==> config.mk <==
export PLATFORM = sky130hd
export DESIGN_NAME = mastermind_solver
export DESIGN_NICKNAME = d
export VERILOG_FILES = /design/src/rtl/mastermind_solver.sv
export SDC_FILE = /design/constraint.sdc
export NUM_CORES = 1
export LEC_CHECK = 0
export ABC_AREA = 1
export ABC_CLOCK_PERIOD_IN_PS = 12050
export CORE_MARGIN = 4
export CORE_UTILIZATION = 45
export CTS_CLUSTER_DIAMETER = 200
export DETAILED_ROUTE_END_ITERATION = 10
export SLEW_MARGIN = 20
export SYNTH_ARGS = -nofsm -noshare
export SYNTH_HDL_FRONTEND = slang
export SYNTH_SLANG_ARGS = --single-unit
export TNS_END_PERCENT = 50
==> constraint.sdc <==
create_clock -name clk -period 12.05 [get_ports clk]
set_input_delay 1.205 -clock clk [delete_from_list [all_inputs] [get_ports clk]]
set_output_delay 1.205 -clock clk [all_outputs]
set_load 0.01 [all_outputs]
==> src/rtl/mastermind_solver.sv <==
// Codebreaker engine: proposes 4-peg / 8-colour guesses, takes exact/partial
// feedback from the player and walks the code space upward until it finds the
// next candidate that agrees with every stored feedback entry.
module mastermind_solver #(
  parameter int unsigned MAX_TURNS = 8
) (
  input  logic       clk,
  input  logic       reset_n,
  input  logic       start,
  input  logic       fb_valid,
  input  logic [2:0] fb_exact,
  input  logic [2:0] fb_partial,
  output logic [2:0] guess0,
  output logic [2:0] guess1,
  output logic [2:0] guess2,
  output logic [2:0] guess3,
  output logic       guess_valid,
  output logic       busy,
  output logic [3:0] turn,
  output logic       solved,
  output logic       failed,
  output logic       fb_error
);

  typedef enum logic [2:0] {IDLE, SEARCH, PRESENT, SOLVED, FAIL} state_t;

  state_t      state;
  logic [11:0] cand;
  logic [11:0] hist_guess   [MAX_TURNS];
  logic [2:0]  hist_exact   [MAX_TURNS];
  logic [2:0]  hist_partial [MAX_TURNS];

  logic        consistent;
  logic [3:0]  fb_sum;
  logic        fb_illegal;
  logic        last_turn;

  // Score of code a against code b, packed as {exact, partial}.
  function automatic logic [5:0] score(input logic [11:0] a, input logic [11:0] b);
    logic [2:0] ex;
    logic [2:0] tot;
    logic [2:0] na;
    logic [2:0] nb;
    ex  = '0;
    tot = '0;
    for (int unsigned i = 0; i < 4; i++)
      if (a[3*i +: 3] == b[3*i +: 3]) ex = ex + 3'd1;
    for (int unsigned c = 0; c < 8; c++) begin
      na = '0;
      nb = '0;
      for (int unsigned i = 0; i < 4; i++) begin
        if (a[3*i +: 3] == 3'(c)) na = na + 3'd1;
        if (b[3*i +: 3] == 3'(c)) nb = nb + 3'd1;
      end
      tot = tot + ((na < nb) ? na : nb);
    end
    return {ex, tot - ex};
  endfunction

  // Current candidate checked against all live history entries in parallel.
  always_comb begin
    consistent = 1'b1;
    for (int unsigned k = 0; k < MAX_TURNS; k++)
      if (k < 32'(turn) &&
          score(cand, hist_guess[k]) != {hist_exact[k], hist_partial[k]})
        consistent = 1'b0;
  end

  // Feedback legality and end-of-turns detection.
  always_comb begin
    fb_sum     = {1'b0, fb_exact} + {1'b0, fb_partial};
    fb_illegal = (fb_sum > 4'd4) || (fb_exact == 3'd3 && fb_partial == 3'd1);
    last_turn  = (({1'b0, turn} + 5'd1) == 5'(MAX_TURNS));
  end

  // Main controller: state, search pointer, history and registered outputs.
  always_ff @(posedge clk or negedge reset_n) begin
    if (!reset_n) begin
      state       <= IDLE;
      cand        <= '0;
      turn        <= '0;
      guess0      <= '0;
      guess1      <= '0;
      guess2      <= '0;
      guess3      <= '0;
      guess_valid <= 1'b0;
      busy        <= 1'b0;
      solved      <= 1'b0;
      failed      <= 1'b0;
      fb_error    <= 1'b0;
      for (int unsigned k = 0; k < MAX_TURNS; k++) begin
        hist_guess[k]   <= '0;
        hist_exact[k]   <= '0;
        hist_partial[k] <= '0;
      end
    end else if (start) begin
      state       <= SEARCH;
      cand        <= '0;
      turn        <= '0;
      guess_valid <= 1'b0;
      busy        <= 1'b1;
      solved      <= 1'b0;
      failed      <= 1'b0;
      fb_error    <= 1'b0;
      for (int unsigned k = 0; k < MAX_TURNS; k++) begin
        hist_guess[k]   <= '0;
        hist_exact[k]   <= '0;
        hist_partial[k] <= '0;
      end
    end else begin
      case (state)
        IDLE: ;
        SEARCH: begin
          if (consistent) begin
            guess0      <= cand[2:0];
            guess1      <= cand[5:3];
            guess2      <= cand[8:6];
            guess3      <= cand[11:9];
            guess_valid <= 1'b1;
            busy        <= 1'b0;
            state       <= PRESENT;
          end else if (cand == '1) begin
            busy   <= 1'b0;
            failed <= 1'b1;
            state  <= FAIL;
          end else begin
            cand <= cand + 12'd1;
          end
        end
        PRESENT: begin
          if (fb_valid) begin
            guess_valid <= 1'b0;
            if (fb_illegal) begin
              fb_error <= 1'b1;
              failed   <= 1'b1;
              state    <= FAIL;
            end else if (fb_exact == 3'd4) begin
              solved <= 1'b1;
              state  <= SOLVED;
            end else begin
              // cand still holds the presented guess while in PRESENT
              for (int unsigned k = 0; k < MAX_TURNS; k++)
                if (k == 32'(turn)) begin
                  hist_guess[k]   <= cand;
                  hist_exact[k]   <= fb_exact;
                  hist_partial[k] <= fb_partial;
                end
              if (last_turn || cand == '1) begin
                failed <= 1'b1;
                state  <= FAIL;
              end else begin
                turn  <= turn + 4'd1;
                cand  <= cand + 12'd1;
                busy  <= 1'b1;
                state <= SEARCH;
              end
            end
          end
        end
        SOLVED: ;
        FAIL: ;
        default: state <= IDLE;
      endcase
    end
  end

endmodule

# Yosys cells after proc, flatten, opt, wreduce, memory -nomap -nowiden
# Index checks and enable logic that the tools add are counted.
[word_totals]
wordCells = 1303
out_inout_bits = 21
regBits = 180
inputBits = 10
[op_classes]
addsub = 308
eq_ne = 323
magnitude_cmp = 73
n_mux = 482
bitwise = 1
n_reduce_logical = 80
[op_table]
columns = ["cell", "count"]
rows = [
  ["two-way mux 3 bit", 327],
  ["adder 3 x 1 -> 3 bit, second input constant", 240],
  ["two-way mux 96 bit", 5],
  ["equality test 3 bit, second input constant", 146],
  ["two-way mux 24 bit", 10],
  ["equality test 3 x 2 -> 1 bit, second input constant", 75],
  ["less-than comparator 3 bit", 64],
  ["two-way mux 12 bit", 15],
  ["adder 3 bit", 56],
  ["equality test 3 x 1 -> 1 bit, second input constant", 38],
  ["two-way mux 1 bit", 114],
  ["logical NOT 3 bit", 37],
  ["equality test 3 bit", 32],
  ["!= test 6 bit", 8],
  ["AND reduction 5 bit", 9],
  ["two-way mux 4 bit", 6],
  ["!= test 3 bit, second input constant", 8],
  ["one-hot mux 12 bit (2 select lines)", 1],
  ["nonzero test 2 bit", 12],
  ["subtractor 3 bit", 8],
  ["equality test 3 x 4 -> 1 bit, first input constant", 4],
  ["less-than comparator 3 x 4 -> 1 bit, first input constant", 4],
  ["adder 12 x 1 -> 12 bit, second input constant", 1],
  ["equality test 12 bit, second input constant", 1],
  ["24 further kinds", 46],
]

# Longest topological paths before layout
# Gate-level depths: netlist (run 1).
[logic_depth]
word_depth = 31
ltp_mapped = 47
depth_no_buf = 45

# Least setup slack after synthesis (run 1)
# OpenSTA, ideal clock, no wires.
[synth_path]
path_type = "flip-flop to flip-flop"
startpoint = "reg cand[1]"
endpoint = "reg guess1[0]"
arrival_time_ps = 6406
t_required_ps = 11926
setup_time_ps = 124
setup_slack_ps = 5521
synth_period_minus_slack_ps = 6529
stages_incl_launch_ff = 43
path_buffers = 2
path_cell_list = "dfrtp_1 -> buf_2 -> inv_1 -> ha_1 -> nand2_1 -> inv_1 -> ha_1 -> xnor2_1 -> ha_1 -> inv_1 -> nor2_1 -> nand2_1 -> nand2_1 -> ha_1 -> a21oi_1 -> nand2_1 -> nor2_1 -> a21oi_1 -> [7 not listed] -> xnor2_1 -> nand3b_1 -> nand2_1 -> inv_1 -> nand3_1 -> nand2_1 -> inv_1 -> nand3_1 -> nand3_1 -> nand2_1 -> nand2_1 -> nor2_1 -> nand3_2 -> nor2_1 -> nand2_1 -> buf_2 -> nand2_1 -> o21ai_1"
[synth_between]
elab_chain_cells = 29
word_cells_on_any_way = 345
cone_classes = "112 x add/sub; 64 x order compare; 23 x eq/ne; 136 x mux; 10 x reduce/logical"
[synth_rtl]
columns = ["element", "line_no", "text"]
rows = [
  ["start: declaration", "28", "logic [11:0] cand;"],
  ["start signal: assignment", "127", "cand <= cand + 12'd1;"],
  ["start signal: assignment", "153", "cand <= cand + 12'd1;"],
  ["equality test 3 x 1 -> 1 bit or logical NOT 3 bit (tied branches)", "52", "if (a[3*i +: 3] == 3'(c)) na = na + 3'd1;"],
  ["two-way mux 1 bit", "52", ""],
  ["adder 3 x 1 -> 3 bit", "52", ""],
  ["two-way mux 3 bit", "52", ""],
  ["adder 3 x 1 -> 3 bit", "52", ""],
  ["two-way mux 3 bit", "52", ""],
  ["adder 3 x 1 -> 3 bit", "52", ""],
  ["two-way mux 3 bit", "52", ""],
  ["less-than comparator 3 bit", "55", "tot = tot + ((na < nb) ? na : nb);"],
  ["two-way mux 3 bit", "55", ""],
  ["adder 3 bit (7 in series)", "55", ""],
  ["subtractor 3 bit", "57", "return {ex, tot - ex};"],
  ["!= test 6 bit", "65", "score(cand, hist_guess[k]) != {hist_exact[k], hist_partial[k]})"],
  ["logical AND 1 bit", "64", "if (k < 32'(turn) &&"],
  ["two-way mux 1 bit (7 in series)", "64", ""],
  ["two-way mux 1 bit *", "64", ""],
  ["AND reduction 3 bit (no line) *", "n/a", ""],
  ["end signal: assignment", "116", "guess1 <= cand[5:3];"],
  ["end: declaration", "14", "output logic [2:0] guess1,"],
]
# Mark *: on every way between the ends. The rest lies on a longest branch, timed or not.
# A chain may end at the register's enable or synchronous reset.

# Worst setup path in the final report (run 1)
[layout_path]
startpoint = "reg cand[0]"
endpoint = "reg cand[6]"
[layout_between]
elab_chain_cells = 30
word_cells_on_any_way = 359
cone_classes = "113 x add/sub; 64 x order compare; 27 x eq/ne; 144 x mux; 11 x reduce/logical"
[layout_rtl]
columns = ["element", "line_no"]
rows = [
  ["equality test 3 x 1 -> 1 bit or logical NOT 3 bit (tied branches)", "52"],
  ["two-way mux 1 bit", "52"],
  ["adder 3 x 1 -> 3 bit", "52"],
  ["two-way mux 3 bit", "52"],
  ["adder 3 x 1 -> 3 bit", "52"],
  ["two-way mux 3 bit", "52"],
  ["adder 3 x 1 -> 3 bit", "52"],
  ["two-way mux 3 bit", "52"],
  ["less-than comparator 3 bit", "55"],
  ["two-way mux 3 bit", "55"],
  ["adder 3 bit (7 in series)", "55"],
  ["subtractor 3 bit", "57"],
  ["!= test 6 bit", "65"],
  ["logical AND 1 bit", "64"],
  ["two-way mux 1 bit (8 in series)", "64"],
  ["!= test 3 bit (no line)", "n/a"],
  ["AND reduction 7 bit (no line)", "n/a"],
]
# Parallel ways exist; a longest one is shown, timed or not. The select of a mux whose other input is x is not followed.

==> reports/metrics.cfg, run 1 <==
[grt]
grt.total_usage_pct = 31.3
grt_pass1_wl_um = 167000
use_met2_pct = 49.4
antenna_found_initial = 5
grt_overflow = 0
top_usage_layer = met2
grt_max_degree = 79
grt_use_met3_pct = 5.07
grt_pass1_vias = 27200
grt_use_met1_pct = 41.9

[place]
dp_hpwl_um = 83600
io_buffers = 30
gp_congestion = 0.976
place_ws_ps = 3550
placed_area_mm2 = 0.0315

[critical_path]
start_kind = register
rrSetupSlack_ps = 3350
crit_slowest_cell = fa_1
critPathTopFamily = simple AND/OR/NAND/NOR gates
worst_ep_arrival_time_ps = 9150
crit_top_cell = nand2_1
cp_max_fo = 15
path_class = register to register
cp_data_required_time_ps = 12500
path_buf_inv = 7
endpoint_kind = register
max_stage_delay_ps = 540

[finish]
design_area_mm2 = 0.0321
area.growth.synth_to_final_pct = 5.61
fin_nets = 5054
fin_util_pct = 47.9
layout-drive-gt1-share_pct = 3.83

[timing]
setup_tns_ps = 0
slew-limit-headroom_pct = 19.5
hold_viol = 0
drv_slew = 0
worst_slack_ps = 3350
tightest_slew_ps = 1210
skew_ps = 19.6
worst_hold_slack_ps = 497
setup_viol = 0
rsz0062_at_grt = no
fmax_ghz = 0.115
post-route-period-util_pct = 72.2
min_period_ps = 8700

[synthesis]
synth_edf_count = 0
synthCells = 4607
yosys-top-cells-count = nand2_1 (1289), inv_1 (662), ha_1 (413), nand3_1 (367), o21ai_0 (306)
ys_top_cells_by_area = ha_1 (17%), nand2_1 (16%), dfrtp_1 (15%)
synthArstFlopShare_pct = 100
synth_nets = 5103
yosysMostFrequentCell = nand2_1
synth.yosys.seq_area_share_pct = 14.8
syn_area_mm2 = 0.0304
synth_top_area_cell = ha_1
synth_cell_types = 55
synth_top_area_share_pct = 17.0
yosysWarningCount = 0
synth-seq-cells = 180
synthFlopType = dfrtp_1
avgSynthCellArea_um2 = 6.60

[floorplan]
row_count = 95
chipWidth_um = 268
die-area_mm2 = 0.0718
io_pins = 31
initial_utilization_pct = 45.4
die_h_um = 268
design.core.area_mm2 = 0.0670

[clock_network]
post_cts_buffers = 0
clock_insertion_delay_worst_skew_ps = 520
cts.path.max_buffers = 2
clk_pin_slew_ps = 80
numCtsBuffers = 17
cts_tree = yes
cts_resized = 0
htree_levels = 4
clockRootBuffer = clkbuf_16
cts.sinks = 180
cts_hold_buffers = 0

[route]
wl_um = 112000
viasPerCell = 5.46
wl_per_cell_um = 20.6
drc = 0
drtPass1Iterations = 6
drt-initial-drc-count = 2864
ant_nets = 0
vias = 29800

[pwr]
p_per_area_mw_per_mm2 = 212
ir_worst_vdd_mv = 0.172
p_leak_nw = 16.5

[flow_run]
drv_cap = 0

[worst_hold_path]
hp-class = register to register

[run_status]
status = finished, final reports clean

power by group:
part	switching, mW	internal [mW]	leakage [nW]	total, mW
logic	3.35	2.13	13.8	5.48
registers	0.0653	0.649	2.45	0.714
clock network	0.330	0.299	0.293	0.629
total	3.74	3.08	16.5	6.82
per-layer routing:
layer  vias up  wire (um)
met3       230       9200
li1      14700          -
met5         -          0
met4         0       5760
met2      1165      48900
met1     13700      48300
metrics by stage:
step,std cells,power [mW]
after global routing,5444,7.59
after floorplan,4607,4.75
final,5452,6.82
after detailed placement,5412,6.10
after CTS,5444,6.77
after global placement,5412,6.05
sequential cells by signal, indices dropped and copies added, names as in the netlist:
| register | cells |
|---|---|
| hist_partial | 24 |
| failed | 1 |
| hist_exact | 24 |
| cand | 12 |
| solved | 1 |
| fb_error | 1 |
| hist_guess | 96 |
| busy | 1 |
| guess_valid | 1 |
| guess0 | 3 |
| guess2 | 3 |
| guess3 | 3 |
| guess1 | 3 |
| state | 3 |
| turn | 4 |
worst reg2reg max path, delay by kind of cell (launching register included):
kind / cells / cell delay (ps)
buffers and inverters: 7 / 800
DFF: 1 / 340
AOI/OAI and AO/OA: 2 / 430
and+or+nand+nor: 21 / 3520
adders and majority gates: 8 / 2990
xor gates and xnor gates: 3 / 550
cells in the final DEF, fill, tap and decap left out, types with 9 or more instances in the layout:
cell,n
o21ai_1,29
or2_2,15
dfrtp_1,179
o21bai_1,9
clkdlybuf4s50_1,28
nand4_1,61
mux2i_1,121
nor3_1,152
xnor2_1,203
a21oi_1,88
nand3_1,367
o21ai_0,306
clkbuf_16,17
nand3_2,9
fa_1,73
xor2_1,88
nand2_1,1289
nor2_1,241
nand2_2,20
ha_1,413
and3_1,15
inv_1,662
buf_4,43
clkinv_1,11
nand3b_1,28
final cells by class:
class                           count  area, um2
Clock buffer                       17        425
Sequential cell                   180       4510
Multi-Input combinational cell   3605      22700
Timing Repair Buffer               73        622
Tap cell                          873       1090
Inverter                          681       2560
Clock inverter                     15        190
Fill cell                        6929      34900
Antenna cell                        8       20.0
final timing paths:
path | start | end | cells past startpoint
max | cand[0] | cand[6] | 41
min | hist_exact[19] | hist_exact[19] | 2
max reg2reg | cand[0] | cand[6] | 41
min reg2reg | hist_exact[19] | hist_exact[19] | 2
max in group asynchronous | reset_n | hist_exact[13] | 2
min in group asynchronous | reset_n | hist_partial[6] | 1
cell families (layout without fill, tap and decap cells):
| group | count (synthesis) | after routing | share of synthesized area (%) |
|---|---|---|---|
| AND/OR/NAND/NOR | 2230 | 2230 | 31.6 |
| buffers and inverters | 822 | 786 | 10.8 |
| adder cells (fa/ha/maj) | 486 | 486 | 21.8 |
| AO/OA/AOI/OAI | 462 | 462 | 7.92 |
| XOR/XNOR | 301 | 301 | 8.93 |
| flip-flops | 180 | 180 | 14.8 |
| multiplexers | 126 | 126 | 4.18 |
| other | 0 | 8 | 0 |
(Power assumes the default switching activity.)
==> inputs of run 2 (changes only) <==
--- a/config.mk
+++ b/config.mk
@@ -6,7 +6,7 @@
 export NUM_CORES = 1
 export LEC_CHECK = 0
 export ABC_AREA = 1
-export ABC_CLOCK_PERIOD_IN_PS = 12050
+export ABC_CLOCK_PERIOD_IN_PS = 7600
 export CORE_MARGIN = 4
 export CORE_UTILIZATION = 45
 export CTS_CLUSTER_DIAMETER = 200
==> constraint.sdc (replaced) <==
create_clock -name clk -period 7.6 [get_ports clk]
set_input_delay 0.76 -clock clk [delete_from_list [all_inputs] [get_ports clk]]
set_output_delay 0.76 -clock clk [all_outputs]
set_load 0.01 [all_outputs]
==> reports/metrics.cfg, run 2 (same netlist as run 1, synthesis figures left out) <==
[place]
placed_area_mm2 = 0.0321  ; was 0.0315 mm2
gp_congestion = 0.978  ; was 0.976
io_buffers = 30  ; unchanged
dp_hpwl_um = 87900  ; was 83600 um

[clock_network]
cts_tree = yes  ; unchanged
clock_insertion_delay_worst_skew_ps = 510  ; was 520 ps
htree_levels = 4  ; unchanged
cts.path.max_buffers = 2  ; unchanged
cts.sinks = 180  ; unchanged
clockRootBuffer = clkbuf_16  ; unchanged
clk_pin_slew_ps = 80  ; about the same
numCtsBuffers = 17  ; unchanged

[flow_run]
drv_cap = 0  ; unchanged

[worst_hold_path]
hp-class = primary input to async pin  ; was register to register

[floorplan]
design.core.area_mm2 = 0.0670  ; unchanged
initial_utilization_pct = 45.4  ; unchanged
chipWidth_um = 268  ; unchanged
die-area_mm2 = 0.0718  ; unchanged
die_h_um = 268  ; unchanged
row_count = 95  ; unchanged
io_pins = 31  ; unchanged

[route]
wl_met1_um = 48800  ; was 48300 um
drtPass1Iterations = 6  ; unchanged
viasPerCell = 5.44  ; was 5.46
vias = 30100  ; was 29800
wl_um = 113000  ; was 112000 um
topRoutingLayerUsed = met5  ; was met4
wl_per_cell_um = 20.5  ; was 20.6 um
drt-initial-drc-count = 2457  ; was 2864
wl_met2_um = 49400  ; was 48900 um
wl_met3_um = 9400  ; was 9200 um
ant_nets = 0  ; unchanged
drc = 0  ; unchanged

[critical_path]
max_stage_delay_ps = 590  ; was 540 ps
start_kind = register  ; unchanged
critPathTopFamily = adder cells  ; was simple AND/OR/NAND/NOR gates
cp_max_fo = 12  ; was 15
path_class = register to register  ; unchanged
rrSetupSlack_ps = 410  ; was 3350 ps
crit_slowest_cell = fa_1  ; unchanged
r2r_end = cand[5]  ; was cand[6]
reg2reg_from = cand[0]  ; unchanged
worst_ep_arrival_time_ps = 7590  ; was 9150 ps
endpoint_kind = register  ; unchanged
crit_top_cell = nand2_1  ; unchanged
reg2regPathDepth = 40  ; was 41
path_depth = 40  ; was 41
path_buf_inv = 7  ; unchanged
cp_data_required_time_ps = 8000  ; was 12500 ps

[finish]
fin_util_pct = 49.2  ; was 47.9%
regMostFlops = hist_guess  ; unchanged
fillers = 6997  ; was 6929
final_common_cell = nand2_1  ; unchanged
design_area_mm2 = 0.0330  ; was 0.0321 mm2
most-common-layout-cells = nand2_1 (1283), inv_1 (662), ha_1 (411)  ; was nand2_1 (1289), inv_1 (662), ha_1 (413)
largest_register_ffs = 96  ; unchanged
layout-drive-gt1-share_pct = 6.67  ; was 3.83%
fin_nets = 5132  ; was 5054
reg_top3 = hist_guess: 96 flops, hist_exact: 24 flops, hist_partial: 24 flops  ; unchanged
area.growth.synth_to_final_pct = 8.38  ; was 5.61%

[pwr]
pwr-share-seq_pct = 10.4  ; was 10.5%
p_total_mw = 10.9  ; was 6.82 mW
ir_worst_vdd_mv = 0.278  ; was 0.172 mV
p_leak_nw = 17.0  ; was 16.5 nW
internal_power_mw = 4.96  ; was 3.08 mW
power_switching_mw = 5.95  ; was 3.74 mW
pwr-share-clk_pct = 8.6  ; was 9.2%
p_comb_share_pct = 81.0  ; was 80.3%
swShare_pct = 54.6  ; was 54.9%
p_per_area_mw_per_mm2 = 331  ; was 212 mW/mm2

[grt]
antenna_found_initial = 3  ; was 5
grt.total_usage_pct = 31.3  ; about the same
grt_pass1_wl_um = 167000  ; about the same
grt_pass1_vias = 27200  ; about the same
grt_max_degree = 72  ; was 79
grt_overflow = 0  ; unchanged

[timing]
setup_tns_ps = 0  ; unchanged
post-route-period-util_pct = 94.7  ; was 72.2%
tightest_slew_ps = 1160  ; was 1210 ps
drv_slew = 0  ; unchanged
hold_viol = 0  ; unchanged
fmax_ghz = 0.139  ; was 0.115 GHz
min_period_ps = 7190  ; was 8700 ps
skew_ps = 22.2  ; was 19.6 ps
setup_viol = 0  ; unchanged
slew-limit-headroom_pct = 22.5  ; was 19.5%

[run_status]
status = finished, final reports clean  ; unchanged

[run 2: worst reg2reg max path, delay by kind of cell, from the launching register on]
kind | cells | cell delay (ps)
and+or+nand+nor | 19 | 1910
adders and majority gates | 9 | 3120
xor gates and xnor gates | 3 | 530
buffers and inverters | 7 | 880
AOI/OAI and AO/OA | 2 | 270
DFF | 1 | 400
[run 2: worst max-delay path by stage]
stage               startpoint        end
floorplan              cand[1]  guess1[0]
global placement       cand[1]  guess2[1]
detailed placement     cand[1]  guess2[1]
CTS                    cand[1]  guess2[1]
global route           cand[0]    cand[4]
finish                 cand[0]    cand[5]
[run 2: metrics by stage]
stage | std cells | setup slack [ps] | hold slack [ps]
after global placement | 5486 | 77.5 | 467
after floorplan | 4607 | 1070 | 453
after global routing | 5522 | -29.0 | 228
after detailed placement | 5486 | -33.8 | 473
final | 5525 | 406 | 210
after CTS | 5518 | 9.82 | 197
[run 2: power by group through the flow]
stage	combinational [mW]	sequential [mW]	clock (mW)
after floorplan	6.44	1.09	0
after global placement	8.50	1.15	0
after detailed placement	8.55	1.15	0
after CTS	8.63	1.13	0.973
after global routing	10.0	1.14	1.00
final	8.84	1.13	0.943
[run 2: timing repair]
action	CTS	global route
pin swaps	0	7
gates resized for setup	3	100
hold buffers	0	0
endpoints found under the setup margin	5	30
buffers inserted	0	4
[run 2: layout make-up]
class	instances	area (um2)	area share [%]
inverters	681	2580	7.82
clock buffers	17	425	1.29
flip-flops and latches	180	4510	13.7
multi-input cells	3605	23000	69.6
diodes	3	7.51	0.0228
repair buffers	151	1240	3.77
well taps	873	1090	3.31
clock inverters	15	158	0.478
[run 2: metal layers]
| metal | track usage (%) | vias to the layer above |
|---|---|---|
| met5 | 0 | - |
| met4 | 13.3 | 2 |
| met3 | 5.98 | 206 |
| met2 | 50.0 | 1066 |
| met1 | 41.5 | 14000 |
| li1 | - | 14800 |
